===== src/rtl/fitness_pkg.sv =====
// Shared state encoding and width/field helpers for the fitness stimulus-and-scoring engine.
package fitness_pkg;

    typedef enum logic [2:0] {
        ST_IDLE,
        ST_APPLY,
        ST_SETTLE,
        ST_COMPARE,
        ST_DONE
    } state_e;

    // Field helpers operate on a zero-extended copy so one function serves any vector width.
    localparam int FIELD_MAX_W = 64;

    function automatic int vecWidth(input int inW, input int outW);
        return inW + outW;
    endfunction

    function automatic int scoreWidth(input int testCount, input int outW);
        return $clog2(testCount * outW + 1);
    endfunction

    function automatic int idxWidth(input int testCount);
        return (testCount > 1) ? $clog2(testCount) : 1;
    endfunction

    function automatic int counterWidth(input int maxCount);
        return (maxCount > 1) ? $clog2(maxCount) : 1;
    endfunction

    function automatic logic [FIELD_MAX_W-1:0] inputsField(input logic [FIELD_MAX_W-1:0] vec,
                                                           input int outW);
        return vec >> outW;
    endfunction

    function automatic logic [FIELD_MAX_W-1:0] expectedField(input logic [FIELD_MAX_W-1:0] vec,
                                                             input int outW);
        return vec & ((FIELD_MAX_W'(1) << outW) - FIELD_MAX_W'(1));
    endfunction

endpackage


===== src/rtl/match_counter.sv =====
// Counts how many candidate output bits agree with the expected bits (popcount of XNOR).
module match_counter #(
    parameter  int OUT_W = 2,
    localparam int CNT_W = $clog2(OUT_W + 1)
) (
    input  logic [OUT_W-1:0] actual_i,
    input  logic [OUT_W-1:0] expected_i,
    output logic [CNT_W-1:0] count_o
);

    always_comb begin
        count_o = '0;
        for (int i = 0; i < OUT_W; i++) begin
            count_o = count_o + CNT_W'(actual_i[i] ~^ expected_i[i]);
        end
    end

endmodule


===== src/rtl/fitness_stimulus_scorer.sv =====
// Applies a loadable test-vector table to a candidate circuit and scores matching output bits.
// Optional per-vector failure logging (fail_map, first_fail) is enabled by FITNESS_FAIL_LOG_EN.
module fitness_stimulus_scorer
    import fitness_pkg::*;
#(
    parameter  int IN_W       = 3,
    parameter  int OUT_W      = 2,
    parameter  int TEST_COUNT = 8,
    parameter  int SETTLE     = 1,
    localparam int VEC_W      = vecWidth(IN_W, OUT_W),
    localparam int IDX_W      = idxWidth(TEST_COUNT),
    localparam int SCORE_W    = scoreWidth(TEST_COUNT, OUT_W)
) (
    input  logic               clk,
    input  logic               rst,
    input  logic               start,
    output logic               busy,
    output logic               done,
    output logic [SCORE_W-1:0] score,
    input  logic               vec_we,
    input  logic [IDX_W-1:0]   vec_addr,
    input  logic [VEC_W-1:0]   vec_wdata,
    output logic [IN_W-1:0]    dut_in,
    input  logic [OUT_W-1:0]   dut_out
`ifdef FITNESS_FAIL_LOG_EN
    ,
    output logic [TEST_COUNT-1:0] fail_map,
    output logic [IDX_W:0]        first_fail
`endif
);

    localparam int CNT_W    = $clog2(OUT_W + 1);
    localparam int SETTLE_W = counterWidth(SETTLE);
    localparam logic [IDX_W-1:0]    LAST_IDX    = IDX_W'(TEST_COUNT - 1);
    localparam logic [SETTLE_W-1:0] SETTLE_LAST = SETTLE_W'((SETTLE > 0) ? SETTLE - 1 : 0);

    logic [VEC_W-1:0]    table_q [TEST_COUNT];
    state_e              state_d, state_q;
    logic [IDX_W-1:0]    idx_d, idx_q;
    logic [SETTLE_W-1:0] settleCnt_d, settleCnt_q;
    logic [SCORE_W-1:0]  score_d, score_q;
    logic [IN_W-1:0]     dutIn_d, dutIn_q;
    logic [VEC_W-1:0]    curVec;
    logic [IN_W-1:0]     curInputs;
    logic [OUT_W-1:0]    curExpected;
    logic [CNT_W-1:0]    matchCount;
    logic                tableWrite;

    assign curVec      = table_q[idx_q];
    assign curInputs   = IN_W'(inputsField(FIELD_MAX_W'(curVec), OUT_W));
    assign curExpected = OUT_W'(expectedField(FIELD_MAX_W'(curVec), OUT_W));

    match_counter #(
        .OUT_W(OUT_W)
    ) u_match_counter (
        .actual_i  (dut_out),
        .expected_i(curExpected),
        .count_o   (matchCount)
    );

    // The table is only writable while no pass is reading it; it is deliberately not reset.
    assign tableWrite = vec_we && ((state_q == ST_IDLE) || (state_q == ST_DONE))
                        && (int'(vec_addr) < TEST_COUNT);

    always_ff @(posedge clk) begin
        if (tableWrite) begin
            table_q[vec_addr] <= vec_wdata;
        end
    end

    always_ff @(posedge clk or posedge rst) begin
        if (rst) begin
            state_q     <= ST_IDLE;
            idx_q       <= '0;
            settleCnt_q <= '0;
            score_q     <= '0;
            dutIn_q     <= '0;
        end else begin
            state_q     <= state_d;
            idx_q       <= idx_d;
            settleCnt_q <= settleCnt_d;
            score_q     <= score_d;
            dutIn_q     <= dutIn_d;
        end
    end

    always_comb begin
        state_d     = state_q;
        idx_d       = idx_q;
        settleCnt_d = settleCnt_q;
        score_d     = score_q;
        dutIn_d     = dutIn_q;
        busy        = 1'b0;
        done        = 1'b0;
        unique case (state_q)
            ST_IDLE: begin
                if (start) begin
                    score_d     = '0;
                    idx_d       = '0;
                    settleCnt_d = '0;
                    state_d     = ST_APPLY;
                end
            end
            ST_APPLY: begin
                busy    = 1'b1;
                dutIn_d = curInputs;
                state_d = (SETTLE > 0) ? ST_SETTLE : ST_COMPARE;
            end
            ST_SETTLE: begin
                busy = 1'b1;
                if (settleCnt_q == SETTLE_LAST) begin
                    settleCnt_d = '0;
                    state_d     = ST_COMPARE;
                end else begin
                    settleCnt_d = settleCnt_q + 1'b1;
                end
            end
            ST_COMPARE: begin
                busy    = 1'b1;
                score_d = score_q + SCORE_W'(matchCount);
                if (idx_q == LAST_IDX) begin
                    state_d = ST_DONE;
                end else begin
                    idx_d   = idx_q + 1'b1;
                    state_d = ST_APPLY;
                end
            end
            ST_DONE: begin
                done    = 1'b1;
                state_d = ST_IDLE;
            end
            default: begin
                state_d = ST_IDLE;
            end
        endcase
    end

    assign score  = score_q;
    assign dut_in = dutIn_q;

`ifdef FITNESS_FAIL_LOG_EN
    logic [TEST_COUNT-1:0] failMap_d, failMap_q;
    logic [IDX_W-1:0]      firstIdx_d, firstIdx_q;
    logic                  firstValid_d, firstValid_q;

    always_ff @(posedge clk or posedge rst) begin
        if (rst) begin
            failMap_q    <= '0;
            firstIdx_q   <= '0;
            firstValid_q <= 1'b0;
        end else begin
            failMap_q    <= failMap_d;
            firstIdx_q   <= firstIdx_d;
            firstValid_q <= firstValid_d;
        end
    end

    // Vectors are compared in ascending order, so the first recorded failure is the lowest index.
    always_comb begin
        failMap_d    = failMap_q;
        firstIdx_d   = firstIdx_q;
        firstValid_d = firstValid_q;
        if ((state_q == ST_IDLE) && start) begin
            failMap_d    = '0;
            firstIdx_d   = '0;
            firstValid_d = 1'b0;
        end else if ((state_q == ST_COMPARE) && (dut_out != curExpected)) begin
            failMap_d[idx_q] = 1'b1;
            if (!firstValid_q) begin
                firstValid_d = 1'b1;
                firstIdx_d   = idx_q;
            end
        end
    end

    assign fail_map   = failMap_q;
    assign first_fail = {firstValid_q, firstIdx_q};
`endif

endmodule


===== config.mk =====
export PLATFORM = sky130hd
export DESIGN_NAME = fitness_stimulus_scorer
export DESIGN_NICKNAME = d
export VERILOG_FILES = /design/src/rtl/fitness_pkg.sv /design/src/rtl/match_counter.sv /design/src/rtl/fitness_stimulus_scorer.sv
export SDC_FILE = /design/constraint.sdc
export NUM_CORES = 1
export LEC_CHECK = 0
export CAP_MARGIN = 10
export CELL_PAD_IN_SITES_DETAIL_PLACEMENT = 0
export CELL_PAD_IN_SITES_GLOBAL_PLACEMENT = 2
export CORE_ASPECT_RATIO = 0.6
export CORE_MARGIN = 2
export CORE_UTILIZATION = 36
export CTS_BUF_LIST = sky130_fd_sc_hd__clkbuf_4 sky130_fd_sc_hd__clkbuf_8 sky130_fd_sc_hd__clkbuf_16
export DETAILED_ROUTE_END_ITERATION = 10
export PLACE_DENSITY = 0.78
export SYNTH_ARGS = -nofsm -noshare
export SYNTH_HDL_FRONTEND = slang
export SYNTH_SLANG_ARGS = --single-unit

===== constraint.sdc =====
create_clock -name clk -period 2.45 [get_ports clk]
set_input_delay 0.3675 -clock clk [delete_from_list [all_inputs] [get_ports clk]]
set_output_delay 0.3675 -clock clk [all_outputs]
set_load 0.05 [all_outputs]

Yosys cells after proc, flatten, opt, wreduce, memory -nomap -nowiden
Memory sizes are Yosys's and may differ from the RTL's.
Cells that the tools add are included.
- flip-flop bits (word level): 15
- RAM bits: 40
- input bits: 14
- output and inout bits: 10
- logic and storage cells: 46
- memories: 1
- memory list (memory ; depth ; bits a word ; read ports ; clocked after Yosys merged registers in ; write ports ; line ; text):
    table_q ; 8 ; 5 ; 1 ; 0 ; 1 ; fitness_stimulus_scorer.sv:37 ; logic [VEC_W-1:0] table_q [TEST_COUNT];
- $add $sub $neg: 4
- equal/unequal tests: 8
- muxes and demuxes: 16
- bitwise operators: 2
- reductions and logical operators: 10
- operators with widths (kind ; count):
    $mux W3 ; 5
    $pmux W3 S4 ; 1
    $pmux W5 S2 ; 1
    $eq A3 B2 Y1 const B ; 2
    $eq A3 B3 Y1 const B ; 2
    $mux W1 ; 6
    $ne A2 B2 Y1 const B ; 3
    $pmux W3 S2 ; 1
    $reduce_and A2 Y1 ; 3
    $add A5 B2 Y5 ; 1
    $mux W5 ; 1
    $reduce_bool A2 Y1 ; 2
    $xnor A1 B1 Y2 ; 2
    $add A3 B1 Y3 const B ; 1
    $eq A3 B1 Y1 const B ; 1
    $logic_not A3 Y1 ; 1
    $reduce_and A3 Y1 ; 1
    $reduce_or A3 Y1 ; 1
    $add A2 B2 Y2 ; 1
    $pmux W1 S2 ; 1
    $add A1 B1 Y1 const B ; 1
    $logic_and A1 B1 Y1 ; 1
    $logic_or A1 B1 Y1 ; 1

Logic depth before layout (Yosys ltp)
Gate-level depths: netlist (run 1).
- depth after elaboration: 5
- mapped depth: 10
- gate-level depth less buffers: 9

By module
Synthesis (run 1) repeated with hierarchy kept, for this count alone.
- cell total of the unflattened synthesis: 143
- area total of the unflattened synthesis: 2347.3 um^2
- modules (own cells, without submodules) (module ; instances ; cells an instance ; area an instance (um^2) ; seq. area each (um^2)):
    fitness_stimulus_scorer ; 1 ; 140 ; 2317.2 ; 1551.5
    match_counter ; 1 ; 3 ; 30.0 ; 0.0

Least setup slack after synthesis (run 1)
No wires, ideal clock.
- kind: reg-to-reg
- start point: reg idx_q[0]
- end point: reg score_q[4], in the netlist score[4]
- library setup time: 0.148 ns
- arrival: 2.471 ns
- required time: 2.302 ns
- path slack: -0.169 ns
- cell stages (with the launch flop): 11
- path buffers: 1
- period minus slack after synthesis: 2.619 ns
- path through: dfrtp_1 buf_4 mux4_2 mux2i_1 xor2_1 ha_1 ha_1 inv_1 fa_1 nand4b_1 mux2i_1
- longest elaborated chain between the ends: 5
- elaborated cells between the ends (all ways): 6
- those cells by class: add/sub (2); mux (1); bitwise (2); memory (1)
- ends and longest elaborated chain (item ; line ; text):
    start, declared ; fitness_stimulus_scorer.sv:39 ; logic [IDX_W-1:0] idx_d, idx_q;
    start signal, assigned ; fitness_stimulus_scorer.sv:80 ; idx_q <= idx_d;
    $mem_v2 Z8 W5 * ; -- ;
    $xnor A1 B1 Y2 ; match_counter.sv:14 ; count_o = count_o + CNT_W'(actual_i[i] ~^ expected_i[i]);
    $add A2 B2 Y2 * ; match_counter.sv:14 ;
    $add A5 B2 Y5 * ; fitness_stimulus_scorer.sv:120 ; score_d = score_q + SCORE_W'(matchCount);
    $pmux W5 S2 * ; fitness_stimulus_scorer.sv:95 ; unique case (state_q)
    end signal, assigned ; fitness_stimulus_scorer.sv:82 ; score_q <= score_d;
    end, declared ; fitness_stimulus_scorer.sv:41 ; logic [SCORE_W-1:0] score_d, score_q;
Every way passes the cells marked *; elsewhere a longest branch is shown, timed or not.
A chain may end at the register's enable or synchronous reset.

Worst setup path in the final report (run 1)
Same ends and word-level chain as after synthesis.

==> summary.txt, run 1 <==
Final layout
  • Seq. cell area: 0.00155 sq mm
  • Number of fill cells: 562
  • Commonest non-fill, non-tap cell in the layout: edfxtp_1
  • Final nets: 208
  • Layout cells sized above 1: 20.1%
  • Final core utilization: 46.5%
  • P&R area growth vs syn: 23.5%
  • Multi-input gate area: 758 sq um
  • Number of diodes: 0
  • Commonest non-fill, non-tap cells in the layout: edfxtp_1 (40), clkdlybuf4s50_1 (23), mux2i_1 (19)

Clock tree
  • Cts bufs inserted: 5
  • Root buffer cell: clkbuf_8
  • Clock transition at path regs: 90 ps
  • Clock latency on the worst-skew pair: 300 ps
  • CTS tree: built
  • H-tree depth: 2
  • Hold buffer count at CTS: 0
  • Max Root-Sink Buffers: 2
  • Clock Sinks: 54

Pwr
  • Sequential share of power: 38.9%
  • NetSw: 1.07 mW
  • Switching share of power: 35.3%
  • Leak: 1.07 nW
  • P_int: 1.97 mW
  • Combinational power share: 45.4%
  • Clk network pwr share: 15.7%
  • Worst VDD drop: 0.497 mV
  • Total power divided by cell area: 1060 mW/mm^2

Timing
  • Post-route setup slack: -148 ps
  • Endpoints failing hold: 0
  • Unrepaired setup endpoints after global routing: true
  • Clk_skew: 14.1 ps
  • Max-slew headroom: 57.8%
  • Min Tclk post-route: 2600 ps
  • Sum Neg Setup Slack: -312 ps
  • Slew @ Worst Pin: 630 ps
  • Fmax achieved: 385 MHz
  • Crit share post-route: 106%
  • Final setup fails: 3
  • Pins Over Slew Limit: 0

Routing
  • Routed len/inst: 16.2 um
  • Vias per Instance: 4.93
  • # DRC: 0
  • Post-route ant nets: 0
  • Drt initial violations: 21
  • Vias: 1347
  • DRT Wirelength: 4.42 mm
  • DRT Pass-1 Iters: 4

Placement
  • Post-DP HPWL: 3.31 mm
  • # port buffers: 23
  • Post-place setup slack: -165 ps
  • Routability cong.: 0.751

Critical path
  • Crit path DAT: 2790 ps
  • CP startpoint kind: register
  • Kind of critical path: register to register
  • CP Capture Type: register
  • Crit Path Max Fanout: 5
  • Req. time, crit path: 2640 ps

Floorplan
  • # rows: 22
  • Starting density of the core: 37.6%
  • Die area: 0.00713 sq mm
  • Core Region: 0.00617 sq mm
  • Die height: 66.2 um
  • Die width: 108 um
  • Io pins: 24

Synth
  • Post-Syn Nets: 168
  • Yosys cell types: 34
  • Post-synth EDFFs: 40
  • Warnings, synthesis: 0
  • Mapped Cells: 148
  • Cell Area, Synth: 0.00232 sq mm
  • Synth Area per Inst: 15.7 sq um
  • Synth Register Bits: 54
  • Post-synthesis sequential area ratio: 66.8%
  • Post-synth top flop: edfxtp_1
  • Synth async-reset ratio: 25.9%

Run
  • Maxcap violations: 0

GRT
  • Vias in the first global route: 1399
  • First-pass GRT wire length: 7.13 mm
  • Pin count of the biggest net entering global routing: 17
  • Initial antenna violation count: 0
  • Total global routing overflow: 0
  • Gr usage total: 13.9%

Outcome
  • Failing checks: setup timing
  • Status: complete, but fails checks

Worst hold path
  • Hold Path Class: primary input to async pin
## worst paths after layout
kind	cells after the start	endpoint	slack, ps	start
worst max-delay path	10	score[4]	-150	idx_q[0]
worst min-delay path	2	score[3]	410	rst
worst max register to register	10	score[4]	-150	idx_q[0]
worst min register to register	2	dut_in[1]	490	dut_in[1]
max in group asynchronous	2	idx_q[1]	1660	rst
min in group clk	2	dut_in[1]	490	dut_in[1]
## logic make-up (layout without fill, tap and decap cells)
| logic type | Yosys count | in the layout | synth area share [%] |
|---|---|---|---|
| buffers and inverters | 9 | 50 | 2.21 |
| AND/OR/NAND/NOR | 39 | 39 | 8.79 |
| adder cells (fa/ha/maj) | 6 | 6 | 3.56 |
| AO/OA/AOI/OAI | 11 | 11 | 3.02 |
| flip-flops | 54 | 54 | 66.8 |
| multiplexers | 26 | 26 | 14.4 |
| XOR/XNOR | 3 | 3 | 1.13 |
## cells in the mapped netlist (all sizes together), types with 2 or more instances
master | n | share of area (%)
and2 | 3 | 0.92
buf | 5 | 1.6
dfrtp | 14 | 15
edfxtp | 40 | 52
ha | 5 | 2.7
inv | 4 | 0.65
mux2i | 20 | 8.6
mux4 | 6 | 5.8
nand2 | 12 | 1.9
nand2b | 2 | 0.54
nand3 | 2 | 0.43
nand3b | 2 | 0.65
nor2 | 10 | 1.6
nor3 | 2 | 0.43
o21ai | 5 | 1.1
xor2 | 2 | 0.75
## critical path: stages, from the launching register on
cell	delay, ps
dfrtp_1	420
buf_6	150
mux2i_1	110
mux4_2	470
xor2_1	160
ha_2	340
ha_4	130
inv_2	30
fa_2	340
nand4b_1	200
mux2i_1	140
## power groups by stage
stage	sequential, mW	combinational (mW)	clock (mW)
after floorplan	1.34	0.739	0
after global placement	1.19	1.25	0
after detailed placement	1.19	1.30	0
after CTS	1.18	1.33	0.492
after global routing	1.20	1.53	0.519
final	1.18	1.38	0.476
## timing repair
item / 4_1_cts / 5_1_grt
setup buffers: 0 / 1
endpoints found under the setup margin: 3 / 4
pin swaps: 0 / 1
gates resized for setup: 2 / 7
## per-layer routing
| metal | vias up | routed length (um) | global-route usage, % |
|---|---|---|---|
| met2 | 36 | 1960 | 21.1 |
| met4 | 0 | 74 | 5.61 |
| met1 | 672 | 2200 | 19.4 |
| met3 | 9 | 178 | 3.25 |
| met5 | - | 0 | 0 |
| li1 | 630 | - | - |
## flip-flops by register name, indices dropped and copies added, names as in the netlist
register	count
state_q	3
table_q	40
dut_in	3
score	5
idx_q	3
## cell type report
cell class,count,share of cell area (%)
Tap cell,84,3.67
Timing Repair Buffer,38,12.2
Multi-Input combinational cell,85,26.5
Inverter,4,0.524
Clock inverter,2,0.349
Clock buffer,6,2.66
Sequential cell,54,54.1
## per-stage QoR
step | cell area (sq um) | cells | total power [mW] | hold slack, ps
2_1_floorplan | 2330 | 148 | 2.08 | 257
3_3_place_gp | 2730 | 264 | 2.44 | 469
3_5_place_dp | 2730 | 264 | 2.49 | 475
4_1_cts | 2820 | 272 | 2.99 | 418
5_1_grt | 2870 | 273 | 3.24 | 464
6_report | 2870 | 273 | 3.04 | 410
No activity file was read; power rests on OpenSTA's default activity.
==> run 2: changes to the inputs <==
Settings changed: CORE_MARGIN 2 to 5, CTS_CLUSTER_SIZE from default to 40.
==> run 2 against run 1 <==
Net effect: the flow still finishes with violations (setup timing); core utilization decreased by 0.59 points; clock power increased by 7.6%; total power shrank 1.3%; non-clock buffer count down 1; largest cell class unchanged; largest power group unchanged.
==> summary.txt, run 2 (synthesis gave the netlist of run 1 again) <==
Floorplan
  • Die height: 72.2 um (+9.1%)
  • Die area: 0.00821 sq mm (+15%)
  • # rows: 22 (unchanged)
  • Die width: 114 um (+5.6%)
  • Starting density of the core: 37.5% (-0.17 points)
  • Core Region: 0.00619 sq mm (+0.45%)
  • Io pins: 24 (unchanged)

GRT
  • Total global routing overflow: 0 (unchanged)
  • Pin count of the biggest net entering global routing: 17 (unchanged)
  • Initial antenna violation count: 0 (unchanged)
  • Vias in the first global route: 1382 (-1.2%)
  • Gr usage total: 12.0% (-1.8 points)
  • First-pass GRT wire length: 7.33 mm (+2.9%)

Final layout
  • Commonest non-fill, non-tap cells in the layout: edfxtp_1 (40), clkdlybuf4s50_1 (22), mux2i_1 (19)
  • Biggest register: table_q
  • Max reg flops: 40 (unchanged)
  • Final nets: 207 (-0.48%)
  • Final core utilization: 45.9% (-0.59 points)
  • Commonest non-fill, non-tap cell in the layout: edfxtp_1
  • Fin area: 0.00284 sq mm (-0.83%)
  • Number of diodes: 0 (unchanged)
  • P&R area growth vs syn: 22.5%
  • Layout cells sized above 1: 18.1% (-2.0 points)

Critical path
  • Kind of critical path: register to register
  • R2R depth: 10 (unchanged)
  • CP startpoint kind: register
  • Req. time, crit path: 2650 ps (about the same)
  • Crit path DAT: 2850 ps (+60 ps)
  • CP Capture Type: register
  • Crit path launch: idx_q[0]
  • CP max stage delay: 460 ps (about the same)
  • Cell with the most instances on the worst path: mux2i_1
  • Worst path depth: 10 (unchanged)
  • Cell Chain, Critical Path: buf_12 > mux2i_1 > mux4_2 > xor2_1 > ha_1 > ha_2 > inv_2 > fa_2 > nand4b_1 > mux2i_1
  • CP bufs+invs: 2 (unchanged)
  • Crit path max-delay cell type: mux4_2
  • CP top delay family: adder cells
  • RR Startpoint: idx_q[0]
  • Crit Path Max Fanout: 6 (+1)

Pwr
  • Leak: 1.09 nW (+1.8%)
  • Sequential share of power: 39.8% (+0.9 points)
  • Clk network pwr share: 17.1% (+1.4 points)
  • Worst VDD drop: 0.458 mV (-7.8%)
  • Switching share of power: 35.4% (+0.13 points)
  • NetSw: 1.06 mW (-0.91%)
  • Total power divided by cell area: 1060 mW/mm^2 (-0.46%)
  • Combinational power share: 43.2% (-2.2 points)
  • P_int: 1.94 mW (-1.5%)

Routing
  • DRT Pass-1 Iters: 4 (unchanged)
  • Routed len/inst: 16.8 um (+4.0%)
  • # DRC: 0 (unchanged)
  • DRT Wirelength: 4.58 mm (+3.7%)
  • Drt initial violations: 83 (+300%)
  • Vias per Instance: 4.88 (-1.1%)
  • Post-route ant nets: 0 (unchanged)
  • Vias: 1327 (-1.5%)

Clock tree
  • Max Root-Sink Buffers: 2 (unchanged)
  • CTS tree: built
  • Root buffer cell: clkbuf_8
  • H-tree depth: 2 (unchanged)
  • Cts bufs inserted: 5 (unchanged)
  • Clock Sinks: 54 (unchanged)
  • Clock transition at path regs: 100 ps (about the same)
  • Clock latency on the worst-skew pair: 310 ps (about the same)

Timing
  • Slew @ Worst Pin: 559 ps (-71.8 ps)
  • Clk_skew: 13.3 ps (-0.784 ps)
  • Pins Over Slew Limit: 0 (unchanged)
  • Endpoints failing hold: 0 (unchanged)
  • Max-slew headroom: 62.7% (+4.9 points)
  • Sum Neg Setup Slack: -391 ps (-78.7 ps)
  • Post-route setup slack: -200 ps (-51.8 ps)
  • Crit share post-route: 108% (+2.1 points)
  • Unrepaired setup endpoints after global routing: true
  • WHS: 404 ps (-6.33 ps)
  • Final setup fails: 3 (unchanged)
  • Min Tclk post-route: 2650 ps (+51.8 ps)
  • Fmax achieved: 377 MHz (-2.0%)

Placement
  • Placed inst area: 0.00271 sq mm (-0.55%)
  • # port buffers: 23 (unchanged)
  • Post-place setup slack: -227 ps (-62.1 ps)
  • Routability cong.: 0.781 (+3.9%)
  • Post-DP HPWL: 3.38 mm (+2.0%)

Outcome
  • Status: complete, but fails checks
  • Failing checks: setup timing

Worst hold path
  • Hold Path Class: primary input to async pin

Run
  • Maxcap violations: 0 (unchanged)
==> run 2: stage by stage <==
stage / total power, mW / std cells
4_1_cts: 3.01 / 272
2_1_floorplan: 2.08 / 148
6_report: 3.00 / 272
3_5_place_dp: 2.44 / 262
5_1_grt: 3.20 / 272
3_3_place_gp: 2.42 / 262
==> run 2: worst paths after layout <==
check	end	slack, ps
setup / recovery	score[4]	-200
hold / removal	dut_in[0]	400
setup reg to reg	score[4]	-200
hold reg to reg	score[4]	480
max in group asynchronous	score[4]	1680
min in group clk	score[4]	480
==> run 2: cell type report <==
class	count	area, sq um
Clock buffer	6	82.6
Sequential cell	54	1550
Inverter	4	15.0
Tap cell	84	105
Timing Repair Buffer	37	350
Clock inverter	2	11.3
Multi-Input combinational cell	85	727
Fill cell	552	3350
==> run 2: per-layer routing <==
metal | global-route usage [%] | part of all wire (%) | routed length [um] | vias to the layer above
li1 | - | - | - | 629
met1 | 17.7 | 48 | 2200 | 656
met2 | 17.4 | 44 | 2000 | 40
met3 | 3.33 | 7.8 | 356 | 2
met4 | 3.33 | 0.50 | 23 | 0
met5 | 0 | 0 | 0 | -
==> run 2: power by group through the flow <==
stage	registers, mW	clock network, mW	logic [mW]
after floorplan	1.34	0	0.739
after global placement	1.20	0	1.21
after detailed placement	1.21	0	1.23
after CTS	1.19	0.527	1.29
after global routing	1.21	0.562	1.43
final	1.19	0.512	1.30
==> run 2: worst register-to-register path, cell delays in order, from the launching register on <==
cell	delay [ps]
dfrtp_1	440
buf_12	160
mux2i_1	130
mux4_2	460
xor2_1	170
ha_1	290
ha_2	180
inv_2	40
fa_2	340
nand4b_1	200
mux2i_1	140
==> run 2: timing repair <==
item                       4_1_cts  5_1_grt
setup buffers                    2        0
setup endpoints to repair        3        5
gates resized for setup          5        2
pin swaps                        1        1
cloned                           0        0
hold buffers                     0        0
==> run 3: changes to the inputs <==
Settings changed: ABC_AREA from default to 1, CORE_UTILIZATION 36 to 33, PLACE_DENSITY 0.78 to 0.79.
==> run 3 against run 2 <==
Net effect: wire length grew 17%; the flow now finishes without violations; die area grew 17%; sequential share of layout area shrank 4.7 points; synthesized cell count grew 70%; global-route usage grew 0.37 points; core utilization shrank 3.6 points; critical endpoint unchanged; total power grew 9.0%; largest power group unchanged; first-iteration DRC count shrank 22%.
==> summary.txt, run 3 <==
Outcome
  • Status: finished, final reports clean

GRT
  • First-pass GRT wire length: 9.03 mm (+23%)
  • Gr usage total: 12.4% (+0.37 points)
  • Vias in the first global route: 1739 (+26%)
  • Initial antenna violation count: 0 (unchanged)
  • Total global routing overflow: 0 (unchanged)
  • Pin count of the biggest net entering global routing: 16 (-1)

Critical path
  • Crit path DAT: 2440 ps (-410 ps)
  • Req. time, crit path: 2640 ps (about the same)
  • CP Capture Type: register
  • CP startpoint kind: register
  • Crit Path Max Fanout: 9 (+3)
  • Kind of critical path: register to register

Synth
  • Synth Area per Inst: 10.1 sq um (-36%)
  • Synth async-reset ratio: 25.9% (unchanged)
  • Warnings, synthesis: 0 (unchanged)
  • Share of the synthesized area in the top cell type: 47.4% (-4.3 points)
  • Cell Area, Synth: 0.00253 sq mm (+9.2%)
  • Synth area leaders: edfxtp_1 (47%), dfrtp_1 (14%), nand2_1 (11%)
  • Post-synthesis sequential area ratio: 61.2% (-5.6 points)
  • Synth Register Bits: 54 (unchanged)
  • Yosys cell types: 26 (-24%)
  • Synth area leader: edfxtp_1
  • Post-Syn Nets: 272 (+62%)
  • Post-synth top flop: edfxtp_1
  • Count leader, synth: nand2_1
  • Commonest cells post-synth: nand2_1 (71), edfxtp_1 (40), inv_1 (40), nand3_1 (36), dfrtp_1 (14)
  • Mapped Cells: 252 (+70%)
  • Post-synth EDFFs: 40 (unchanged)

Pwr
  • Sequential share of power: 35.7% (-4.1 points)
  • Total power draw: 3.27 mW (+9.0%)
  • Leak: 1.36 nW (+25%)
  • Combinational power share: 43.2% (about the same)
  • Worst VDD drop: 0.495 mV (+8.1%)
  • NetSw: 1.29 mW (+21%)
  • Clk network pwr share: 21.1% (+4.0 points)
  • Total power divided by cell area: 1050 mW/mm^2 (-0.37%)
  • P_int: 1.99 mW (+2.5%)
  • Switching share of power: 39.3% (+3.9 points)

Routing
  • Post-route ant nets: 0 (unchanged)
  • Met3 WL: 180 um (-49%)
  • DRT Wirelength: 5.37 mm (+17%)
  • Met1 wire length: 3.02 mm (+37%)
  • Met2 wire length: 2.11 mm (+5.4%)
  • Vias per Instance: 4.39 (-10%)
  • Drt initial violations: 65 (-22%)
  • # DRC: 0 (unchanged)
  • DRT Pass-1 Iters: 4 (unchanged)
  • Routed len/inst: 13.6 um (-19%)
  • Uppermost layer routed: met4
  • Vias: 1729 (+30%)

Timing
  • Max-slew headroom: 60.3% (-2.5 points)
  • Unrepaired setup endpoints after global routing: false
  • Sum Neg Setup Slack: 0 ps (+391 ps)
  • WHS: 442 ps (+38.0 ps)
  • Endpoints failing hold: 0 (unchanged)
  • Pins Over Slew Limit: 0 (unchanged)
  • Fmax achieved: 444 MHz (+18%)
  • Crit share post-route: 91.9% (-16 points)
  • Slew @ Worst Pin: 594 ps (+35.2 ps)
  • Final setup fails: 0 (-3)
  • Clk_skew: 10.5 ps (-2.83 ps)
  • Min Tclk post-route: 2250 ps (-400 ps)

Worst hold path
  • Hold Path Class: primary input to async pin

Final layout
  • Final nets: 309 (+49%)
  • Fin area: 0.00311 sq mm (+9.4%)
  • Commonest non-fill, non-tap cell in the layout: nand2_1
  • Commonest non-fill, non-tap cells in the layout: nand2_1 (71), inv_1 (40), edfxtp_1 (40)
  • Biggest register: table_q
  • Layout Cells excl Fill: 394 (+45%)
  • Max reg flops: 40 (unchanged)
  • Layout cells sized above 1: 13.8% (-4.3 points)
  • P&R area growth vs syn: 22.8%
  • Number of fill cells: 712 (+29%)
  • Number of diodes: 0 (unchanged)

Clock tree
  • Root buffer cell: clkbuf_16
  • Clock latency on the worst-skew pair: 290 ps (-20 ps)
  • Clock transition at path regs: 70 ps (-30 ps)
  • H-tree depth: 2 (unchanged)
  • CTS tree: built
  • Clock Sinks: 54 (unchanged)
  • Hold buffer count at CTS: 0 (unchanged)
  • Max Root-Sink Buffers: 2 (unchanged)
  • Cts bufs inserted: 5 (unchanged)

Floorplan
  • Die area: 0.00959 sq mm (+17%)
  • # rows: 24 (+9.1%)
  • Die height: 77.9 um (+7.9%)
  • Core Region: 0.00736 sq mm (+19%)
  • Die width: 123 um (+8.3%)
  • Starting density of the core: 34.4% (-3.0 points)
  • Io pins: 24 (unchanged)

Placement
  • Placed insts: 386 (+47%)
  • Placed inst area: 0.00296 sq mm (+9.0%)
  • Post-DP HPWL: 4.05 mm (+20%)
  • Routability cong.: 0.724 (-7.3%)
  • # port buffers: 23 (unchanged)

Run
  • Maxcap violations: 0 (unchanged)
-- run 3: worst max-delay path: stages (launching register included) --
cell     delay, ps
dfrtp_1        400
buf_4          170
nand2_1         70
nand3_1         90
nand3_2        100
nand2_1         50
nand2_1         50
nand2_1         50
ha_1           270
ha_1           150
inv_1           60
fa_2           350
nor2_1         130
xnor2_1        150
o21ai_2         60
-- run 3: cells by family after synthesis --
kind of cell,share of synthesized area (%)
AND/OR/NAND/NOR,22.3
XOR/XNOR,0.691
buffers and inverters,8.49
adder cells (fa/ha/maj),3.26
AO/OA/AOI/OAI,4.05
flip-flops,61.2
-- run 3: through the flow --
step | utilization [%] | worst slack, ps
2_1_floorplan | - | 241
3_3_place_gp | 40.2 | 114
5_1_grt | 42.3 | 9.96
3_5_place_dp | 40.2 | 83.8
6_report | 42.3 | 200
4_1_cts | 42.1 | 88.6
-- run 3: cell type report --
cell class                 count  area [sq um]  share of cell area, %
timing repair buffer          36           328                   10.5
multi-input combinational    146           779                   25.1
inverter                      46           180                   5.79
clock inverter                 2          8.76                  0.282
clock buffer                   6           133                   4.26
sequential                    54          1550                   49.9
tap                          104           130                   4.18
-- run 3: routing by layer --
metal | global-route usage, % | up-vias
li1 | - | 894
met1 | 19.1 | 801
met2 | 17.1 | 27
met3 | 3.42 | 7
met4 | 2.98 | 0
met5 | 0 | -
-- run 3: final timing paths --
kind	cells past startpoint	slack, ps	from	to
worst max-delay path	14	200	idx_q[0]	score[4]
worst min-delay path	2	440	rst	state_q[2]
worst max register to register	14	200	idx_q[0]	score[4]
worst min register to register	2	490	dut_in[0]	dut_in[0]
max in group asynchronous	2	1610	rst	dut_in[1]
min in group clk	2	490	dut_in[0]	dut_in[0]
-- run 3: what timing repair did --
item,CTS,global route
buffers inserted,0,0
gates resized for setup,0,3
endpoints found under the setup margin,0,1
-- run 3: power by group through the flow --
stage	logic, mW	clock network, mW	registers, mW
final	1.41	0.690	1.17
after global routing	1.60	0.747	1.18
after CTS	1.43	0.709	1.17
after detailed placement	1.42	0	1.19
after global placement	1.43	0	1.19
after floorplan	0.849	0	1.35
